[src/rtl/rv_ctrl_pkg.sv]
// Shared control encodings for the RV32I cores: FSM states, opcodes, ALU_Op,
// datapath select codes and ALU_Control codes.
package rv_ctrl_pkg;

  localparam int unsigned OPCODE_W = 7;
  localparam int unsigned ALUCTL_W = 3;

  typedef enum logic [3:0] {
    S_FETCH    = 4'd0,
    S_DECODE   = 4'd1,
    S_MEMADR   = 4'd2,
    S_MEMREAD  = 4'd3,
    S_MEMWB    = 4'd4,
    S_MEMWRITE = 4'd5,
    S_EXECUTER = 4'd6,
    S_EXECUTEI = 4'd7,
    S_ALUWB    = 4'd8,
    S_BEQ      = 4'd9,
    S_JAL      = 4'd10,
    S_TRAP     = 4'd11
  } state_e;

  typedef enum logic [1:0] {
    ALUOP_ADD  = 2'b00,
    ALUOP_SUB  = 2'b01,
    ALUOP_FUNC = 2'b10
  } alu_op_e;

  localparam logic [OPCODE_W-1:0] OP_LW   = 7'b0000011;
  localparam logic [OPCODE_W-1:0] OP_SW   = 7'b0100011;
  localparam logic [OPCODE_W-1:0] OP_R    = 7'b0110011;
  localparam logic [OPCODE_W-1:0] OP_I    = 7'b0010011;
  localparam logic [OPCODE_W-1:0] OP_BEQ  = 7'b1100011;
  localparam logic [OPCODE_W-1:0] OP_JAL  = 7'b1101111;

  localparam logic [1:0] SRCA_PC    = 2'b00;
  localparam logic [1:0] SRCA_OLDPC = 2'b01;
  localparam logic [1:0] SRCA_RD1   = 2'b10;

  localparam logic [1:0] SRCB_RD2   = 2'b00;
  localparam logic [1:0] SRCB_IMM   = 2'b01;
  localparam logic [1:0] SRCB_FOUR  = 2'b10;

  localparam logic [1:0] RES_ALUOUT = 2'b00;
  localparam logic [1:0] RES_DATA   = 2'b01;
  localparam logic [1:0] RES_ALURES = 2'b10;

  localparam logic [1:0] IMM_I = 2'b00;
  localparam logic [1:0] IMM_S = 2'b01;
  localparam logic [1:0] IMM_B = 2'b10;
  localparam logic [1:0] IMM_J = 2'b11;

  localparam logic [ALUCTL_W-1:0] ALU_ADD = 3'b000;
  localparam logic [ALUCTL_W-1:0] ALU_SUB = 3'b001;
  localparam logic [ALUCTL_W-1:0] ALU_AND = 3'b010;
  localparam logic [ALUCTL_W-1:0] ALU_OR  = 3'b011;
  localparam logic [ALUCTL_W-1:0] ALU_SLT = 3'b101;

  // Immediate format implied by the opcode; unknown opcodes default to I.
  function automatic logic [1:0] imm_src_of(input logic [OPCODE_W-1:0] op);
    case (op)
      OP_SW:   imm_src_of = IMM_S;
      OP_BEQ:  imm_src_of = IMM_B;
      OP_JAL:  imm_src_of = IMM_J;
      default: imm_src_of = IMM_I;
    endcase
  endfunction

endpackage

[src/rtl/alu_op_decoder.sv]
// ALU_Op + func3/func7[5]/opcode[5] -> ALU_Control; shared with the single-cycle core.
module alu_op_decoder
  import rv_ctrl_pkg::*;
(
  input  alu_op_e              i_alu_op,
  input  logic [2:0]           i_func3,
  input  logic                 i_func7_5,
  input  logic                 i_op_5,
  output logic [ALUCTL_W-1:0]  o_alu_control
);

  // Subtract only for R-type (opcode[5]=1) with func7[5] set; ADDI ignores func7.
  always_comb begin
    o_alu_control = ALU_ADD;
    case (i_alu_op)
      ALUOP_ADD: o_alu_control = ALU_ADD;
      ALUOP_SUB: o_alu_control = ALU_SUB;
      ALUOP_FUNC: begin
        case (i_func3)
          3'b000:  o_alu_control = (i_op_5 && i_func7_5) ? ALU_SUB : ALU_ADD;
          3'b010:  o_alu_control = ALU_SLT;
          3'b110:  o_alu_control = ALU_OR;
          3'b111:  o_alu_control = ALU_AND;
          default: o_alu_control = ALU_ADD;
        endcase
      end
      default: o_alu_control = ALU_ADD;
    endcase
  end

endmodule

[src/rtl/multicycle_control_fsm.sv]
// Moore control sequencer for the multi-cycle RV32I core: steps each
// instruction through its states and drives the per-cycle datapath controls.
module multicycle_control_fsm
  import rv_ctrl_pkg::*;
#(
  parameter bit ILLEGAL_TRAP = 1'b1
) (
  input  logic                clk,
  input  logic                rst,
  input  logic                mem_ready,
  input  logic                zero,
  input  logic [OPCODE_W-1:0] opcode,
  input  logic [2:0]          func3,
  input  logic [6:0]          func7,
  output logic                mem_req,
  output logic                adr_src,
  output logic                mem_write,
  output logic                ir_write,
  output logic                pc_write,
  output logic                reg_write,
  output logic [1:0]          alu_src_a,
  output logic [1:0]          alu_src_b,
  output logic [1:0]          result_src,
  output logic [1:0]          imm_src,
  output logic [ALUCTL_W-1:0] alu_control,
  output logic                instr_done,
  output logic                illegal
);

  state_e               r_state;
  state_e               w_state_next;
  logic                 r_illegal;
  alu_op_e              w_alu_op;
  logic                 w_mem_req, w_adr_src, w_mem_write, w_ir_write;
  logic                 w_pc_write, w_reg_write, w_instr_done;
  logic [1:0]           w_src_a, w_src_b, w_result_src;
  logic [ALUCTL_W-1:0]  w_alu_control;
  logic                 w_unused_func7;

  assign w_unused_func7 = ^{func7[6], func7[4:0]};

  always_ff @(posedge clk or posedge rst) begin
    if (rst) begin
      r_state   <= S_FETCH;
      r_illegal <= 1'b0;
    end else begin
      r_state <= w_state_next;
      if (w_state_next == S_TRAP) r_illegal <= 1'b1;
    end
  end

  always_comb begin
    w_state_next = r_state;
    w_alu_op     = ALUOP_ADD;
    w_mem_req    = 1'b0;
    w_adr_src    = 1'b0;
    w_mem_write  = 1'b0;
    w_ir_write   = 1'b0;
    w_pc_write   = 1'b0;
    w_reg_write  = 1'b0;
    w_instr_done = 1'b0;
    w_src_a      = SRCA_PC;
    w_src_b      = SRCB_RD2;
    w_result_src = RES_ALUOUT;
    case (r_state)
      S_FETCH: begin
        w_mem_req    = 1'b1;
        w_src_b      = SRCB_FOUR;
        w_result_src = RES_ALURES;
        w_ir_write   = mem_ready;
        w_pc_write   = mem_ready;
        if (mem_ready) w_state_next = S_DECODE;
      end
      S_DECODE: begin
        w_src_a = SRCA_OLDPC;
        w_src_b = SRCB_IMM;
        case (opcode)
          OP_LW, OP_SW: w_state_next = S_MEMADR;
          OP_R:         w_state_next = S_EXECUTER;
          OP_I:         w_state_next = S_EXECUTEI;
          OP_BEQ:       w_state_next = S_BEQ;
          OP_JAL:       w_state_next = S_JAL;
          default: begin
            if (ILLEGAL_TRAP) begin
              w_state_next = S_TRAP;
            end else begin
              w_state_next = S_FETCH;
              w_instr_done = 1'b1;
            end
          end
        endcase
      end
      S_MEMADR: begin
        w_src_a = SRCA_RD1;
        w_src_b = SRCB_IMM;
        if (opcode == OP_LW)      w_state_next = S_MEMREAD;
        else if (opcode == OP_SW) w_state_next = S_MEMWRITE;
        else                      w_state_next = S_FETCH;
      end
      S_MEMREAD: begin
        w_mem_req = 1'b1;
        w_adr_src = 1'b1;
        if (mem_ready) w_state_next = S_MEMWB;
      end
      S_MEMWB: begin
        w_result_src = RES_DATA;
        w_reg_write  = 1'b1;
        w_instr_done = 1'b1;
        w_state_next = S_FETCH;
      end
      S_MEMWRITE: begin
        w_mem_req    = 1'b1;
        w_mem_write  = 1'b1;
        w_adr_src    = 1'b1;
        w_instr_done = mem_ready;
        if (mem_ready) w_state_next = S_FETCH;
      end
      S_EXECUTER: begin
        w_src_a      = SRCA_RD1;
        w_alu_op     = ALUOP_FUNC;
        w_state_next = S_ALUWB;
      end
      S_EXECUTEI: begin
        w_src_a      = SRCA_RD1;
        w_src_b      = SRCB_IMM;
        w_alu_op     = ALUOP_FUNC;
        w_state_next = S_ALUWB;
      end
      S_ALUWB: begin
        w_reg_write  = 1'b1;
        w_instr_done = 1'b1;
        w_state_next = S_FETCH;
      end
      S_BEQ: begin
        w_src_a      = SRCA_RD1;
        w_alu_op     = ALUOP_SUB;
        w_pc_write   = zero;
        w_instr_done = 1'b1;
        w_state_next = S_FETCH;
      end
      S_JAL: begin
        w_src_a      = SRCA_OLDPC;
        w_src_b      = SRCB_FOUR;
        w_pc_write   = 1'b1;
        w_state_next = S_ALUWB;
      end
      S_TRAP:  w_state_next = S_TRAP;
      default: w_state_next = S_FETCH;
    endcase
  end

  alu_op_decoder u_alu_op_decoder (
    .i_alu_op      (w_alu_op),
    .i_func3       (func3),
    .i_func7_5     (func7[5]),
    .i_op_5        (opcode[5]),
    .o_alu_control (w_alu_control)
  );

  // Reset masks every enable and select so nothing is written while held.
  assign mem_req     = w_mem_req    & ~rst;
  assign adr_src     = w_adr_src    & ~rst;
  assign mem_write   = w_mem_write  & ~rst;
  assign ir_write    = w_ir_write   & ~rst;
  assign pc_write    = w_pc_write   & ~rst;
  assign reg_write   = w_reg_write  & ~rst;
  assign instr_done  = w_instr_done & ~rst;
  assign alu_src_a   = rst ? 2'b00 : w_src_a;
  assign alu_src_b   = rst ? 2'b00 : w_src_b;
  assign result_src  = rst ? 2'b00 : w_result_src;
  assign imm_src     = rst ? 2'b00 : imm_src_of(opcode);
  assign alu_control = rst ? 3'b000 : w_alu_control;
  assign illegal     = r_illegal;

endmodule

[config.mk]
export PLATFORM = sky130hd
export DESIGN_NAME = multicycle_control_fsm
export DESIGN_NICKNAME = d
export VERILOG_FILES = /design/src/rtl/rv_ctrl_pkg.sv /design/src/rtl/alu_op_decoder.sv /design/src/rtl/multicycle_control_fsm.sv
export SDC_FILE = /design/constraint.sdc
export NUM_CORES = 1
export LEC_CHECK = 0
export ABC_AREA = 0
export CAP_MARGIN = 5
export CORE_MARGIN = 2
export CORE_UTILIZATION = 40
export DETAILED_ROUTE_END_ITERATION = 6
export PLACE_DENSITY = 0.79
export SYNTH_ARGS = -nofsm -noshare
export SYNTH_HDL_FRONTEND = slang
export SYNTH_HIERARCHICAL = 1
export SYNTH_SLANG_ARGS = --single-unit
[constraint.sdc]
create_clock -name clk -period 2.54 [get_ports clk]
set_input_delay 0.508 -clock clk [delete_from_list [all_inputs] [get_ports clk]]
set_output_delay 0.508 -clock clk [all_outputs]
set_load 0.01 [all_outputs]
==> impl_metrics.ini <==
[routing]
drc_errors = 0
vias = 992
drt_iter0_markers = 35
first_pass_iters = 4
wl_per_cell_um = 14.0
wl_um = 2590
ant_nets = 0
drt-vias-per-instance = 5.36

[worst_setup_path]
start_kind = input port
reg2reg_depth = 4
path_max_fanout = 10
worstSetupPathType = in -> out
end_kind = output port
crit_arrival_ns = 1.98
worst_ep_required_time_ns = 2.03

[placement]
dp.cells = 179
dpl.hpwl_um = 2030
dp_slack_ns = -0.0781
gp_congestion = 0.814
portBuffers = 33

[status]
status = finished, final reports clean

[cts]
cts_num_sinks = 5
clk_pin_slew_ns = 0.04
cts_buffers = 3
clockRootBuffer = clkbuf_4
cts_tree = done
clkLatencyLatePin_ns = 0.25
h-tree-depth = 1
ctsLongestPathBuffers = 2

[timing]
fin_crit_sh_pct = 98.1
fin_tns_setup_ns = 0
worstMarginPinSlew_ns = 0.334
min_period_ns = 2.49
setup_ws_ns = 0.0480
hold_viol = 0
finalClockSkew_ns = 0.00615
drv_slew = 0
max_slew_margin_pct = 77.6
setup_violations = 0
fmax_ghz = 0.401

[logic_synthesis]
synth_compound_area_share_pct = 23.0
synth_cells = 105
synth_xor_area_share_pct = 3.15
seq_area_frac_synth_pct = 15.0
yosysWarnings = 6
synth_seq_cells = 5
synth_top_family_by_area = simple AND/OR/NAND/NOR gates
async_flop_share_pct = 100
synth-edff-count = 0
synth_ff_type = dfrtp_1
synthAdderAreaFrac_pct = 3.00
synth_fp_nets = 128
syn_avg_cell_area_um2 = 7.94
synthMuxAreaShare_pct = 0
synth-simple-area-share_pct = 46.7
synth_cell_type_count = 46
synth_area_um2 = 833

[power]
powerDensity_nw_per_um2 = 700
switching_share_pct = 44.6
p_leak_nw = 0.655
comb_power_share_pct = 77.4
power_frac_seq_pct = 12.7
max-vdd-ir-drop_mv = 0.454
p_int_mw = 0.541
p_switching_mw = 0.436
power_frac_clock_pct = 9.9

[final_layout]
final_cell_mix = buf_4 (24), clkdlybuf4s50_1 (21), a21oi_1 (8)
num_antenna_cells = 0
layoutNonFillerInstCount = 185
layout_commonest_cell = buf_4
multi_input_area_um2 = 681
final_layout_size_suffix_gt1_share_pct = 32.3
area_delta_synth_final_pct = 67.4
seq_area_um2 = 125
nets = 182
fill_cells = 176

[min_path]
min_path_type = reg -> reg
whs_path_depth = 2

[floorplanning]
die-width_um = 49.6
dieArea_um2 = 2460
rows = 16
core_um2 = 1960
pin_count = 40
start_util_pct = 42.5
die_y_um = 49.6

[grt]
grt_pass1_vias = 933
grt_start_max_net_pins = 19
grt_usage_pct = 21.4
grt_pass1_wl_um = 4150
overflow = 0
grt_antenna_before_repair = 0

[flow_run]
drv_cap = 0
per-layer routing:
| metal | GRT usage [%] | vias to the layer above | share of wire, % |
|---|---|---|---|
| met1 | 23.7 | 455 | 40 |
| met2 | 42.4 | 39 | 54 |
| li1 | - | 496 | - |
| met3 | 2.73 | 2 | 5.3 |
| met4 | 4.17 | 0 | 0.46 |
| met5 | 0 | - | 0 |
final timing paths:
| check | startpoint | to | slack [ns] |
|---|---|---|---|
| min in group asynchronous | rst | r_state[2] | 0.90 |
| worst max-delay path | rst | alu_src_a[1] | 0.05 |
| worst max register to register | r_state[0] | r_state[0] | 1.12 |
| max in group asynchronous | rst | r_state[1] | 1.53 |
| worst min register to register | illegal | illegal | 0.49 |
| worst min-delay path | illegal | illegal | 0.49 |
registers in the layout, indices dropped and copies added (netlist names):
signal and flops:
illegal 1, r_state 4
kinds of logic (layout without fill, tap and decap cells):
logic type,count (synthesis),after routing
XOR/XNOR,3,3
flip-flops,5,5
AO/OA/AOI/OAI,24,24
AND/OR/NAND/NOR,56,56
buffers and inverters,15,68
adder cells (fa/ha/maj),2,2
cell usage after synthesis, types with 2 or more instances:
cell type / n / area share (%)
nor2_1: 9 / 4.1
a21oi_1: 8 / 4.8
inv_1: 7 / 3.2
nand2_1: 7 / 3.2
nor3_1: 6 / 3.6
dfrtp_1: 5 / 15
buf_2: 4 / 2.4
nand2b_1: 4 / 3.0
nand3b_1: 4 / 3.6
nor2b_1: 4 / 3.0
nor4_1: 4 / 3.0
o2111ai_1: 3 / 3.2
a21o_1: 2 / 1.8
buf_4: 2 / 1.8
ha_1: 2 / 3.0
nand2b_4: 2 / 3.3
nor4_2: 2 / 3.0
xor2_1: 2 / 2.1
power by group through the flow:
stage	Combinational, mW	Clock, mW	Sequential (mW)
after floorplan	0.444	0	0.120
after global placement	0.694	0	0.123
after detailed placement	0.720	0	0.123
after CTS	0.716	0.0988	0.122
after global routing	0.818	0.103	0.126
final	0.756	0.0968	0.124
layout make-up:
class	count	share of cell area, %
sequential	5	8.97
tap	27	2.42
inverter	7	1.88
multi-input combinational	85	48.8
timing repair buffer	57	36.1
clock buffer	4	1.88
stage by stage:
step	total power, mW	hold WS [ns]	util [%]	instance area [µm²]
6_report	0.977	0.492	71.1	1400
3_3_place_gp	0.818	0.475	66.9	1310
3_5_place_dp	0.843	0.485	66.9	1310
2_1_floorplan	0.564	0.506	-	833
4_1_cts	0.936	0.496	68.8	1350
5_1_grt	1.05	0.525	71.1	1400
critical path, stage by stage:
cell and delay [ns]:
clkdlybuf4s50_1 0.42, buf_4 0.18, buf_4 0.16, inv_1 0.07, o21a_1 0.12, clkdlybuf4s50_1 0.53
what timing repair did:
action / CTS / global route
gates cloned: 0 / 0
buffers inserted: 0 / 2
resized for setup: 15 / 15
setup endpoints to repair: 7 / 8
hold buffers: 0 / 0
pin swaps: 0 / 4
No activity file was read; power rests on OpenSTA's default activity.
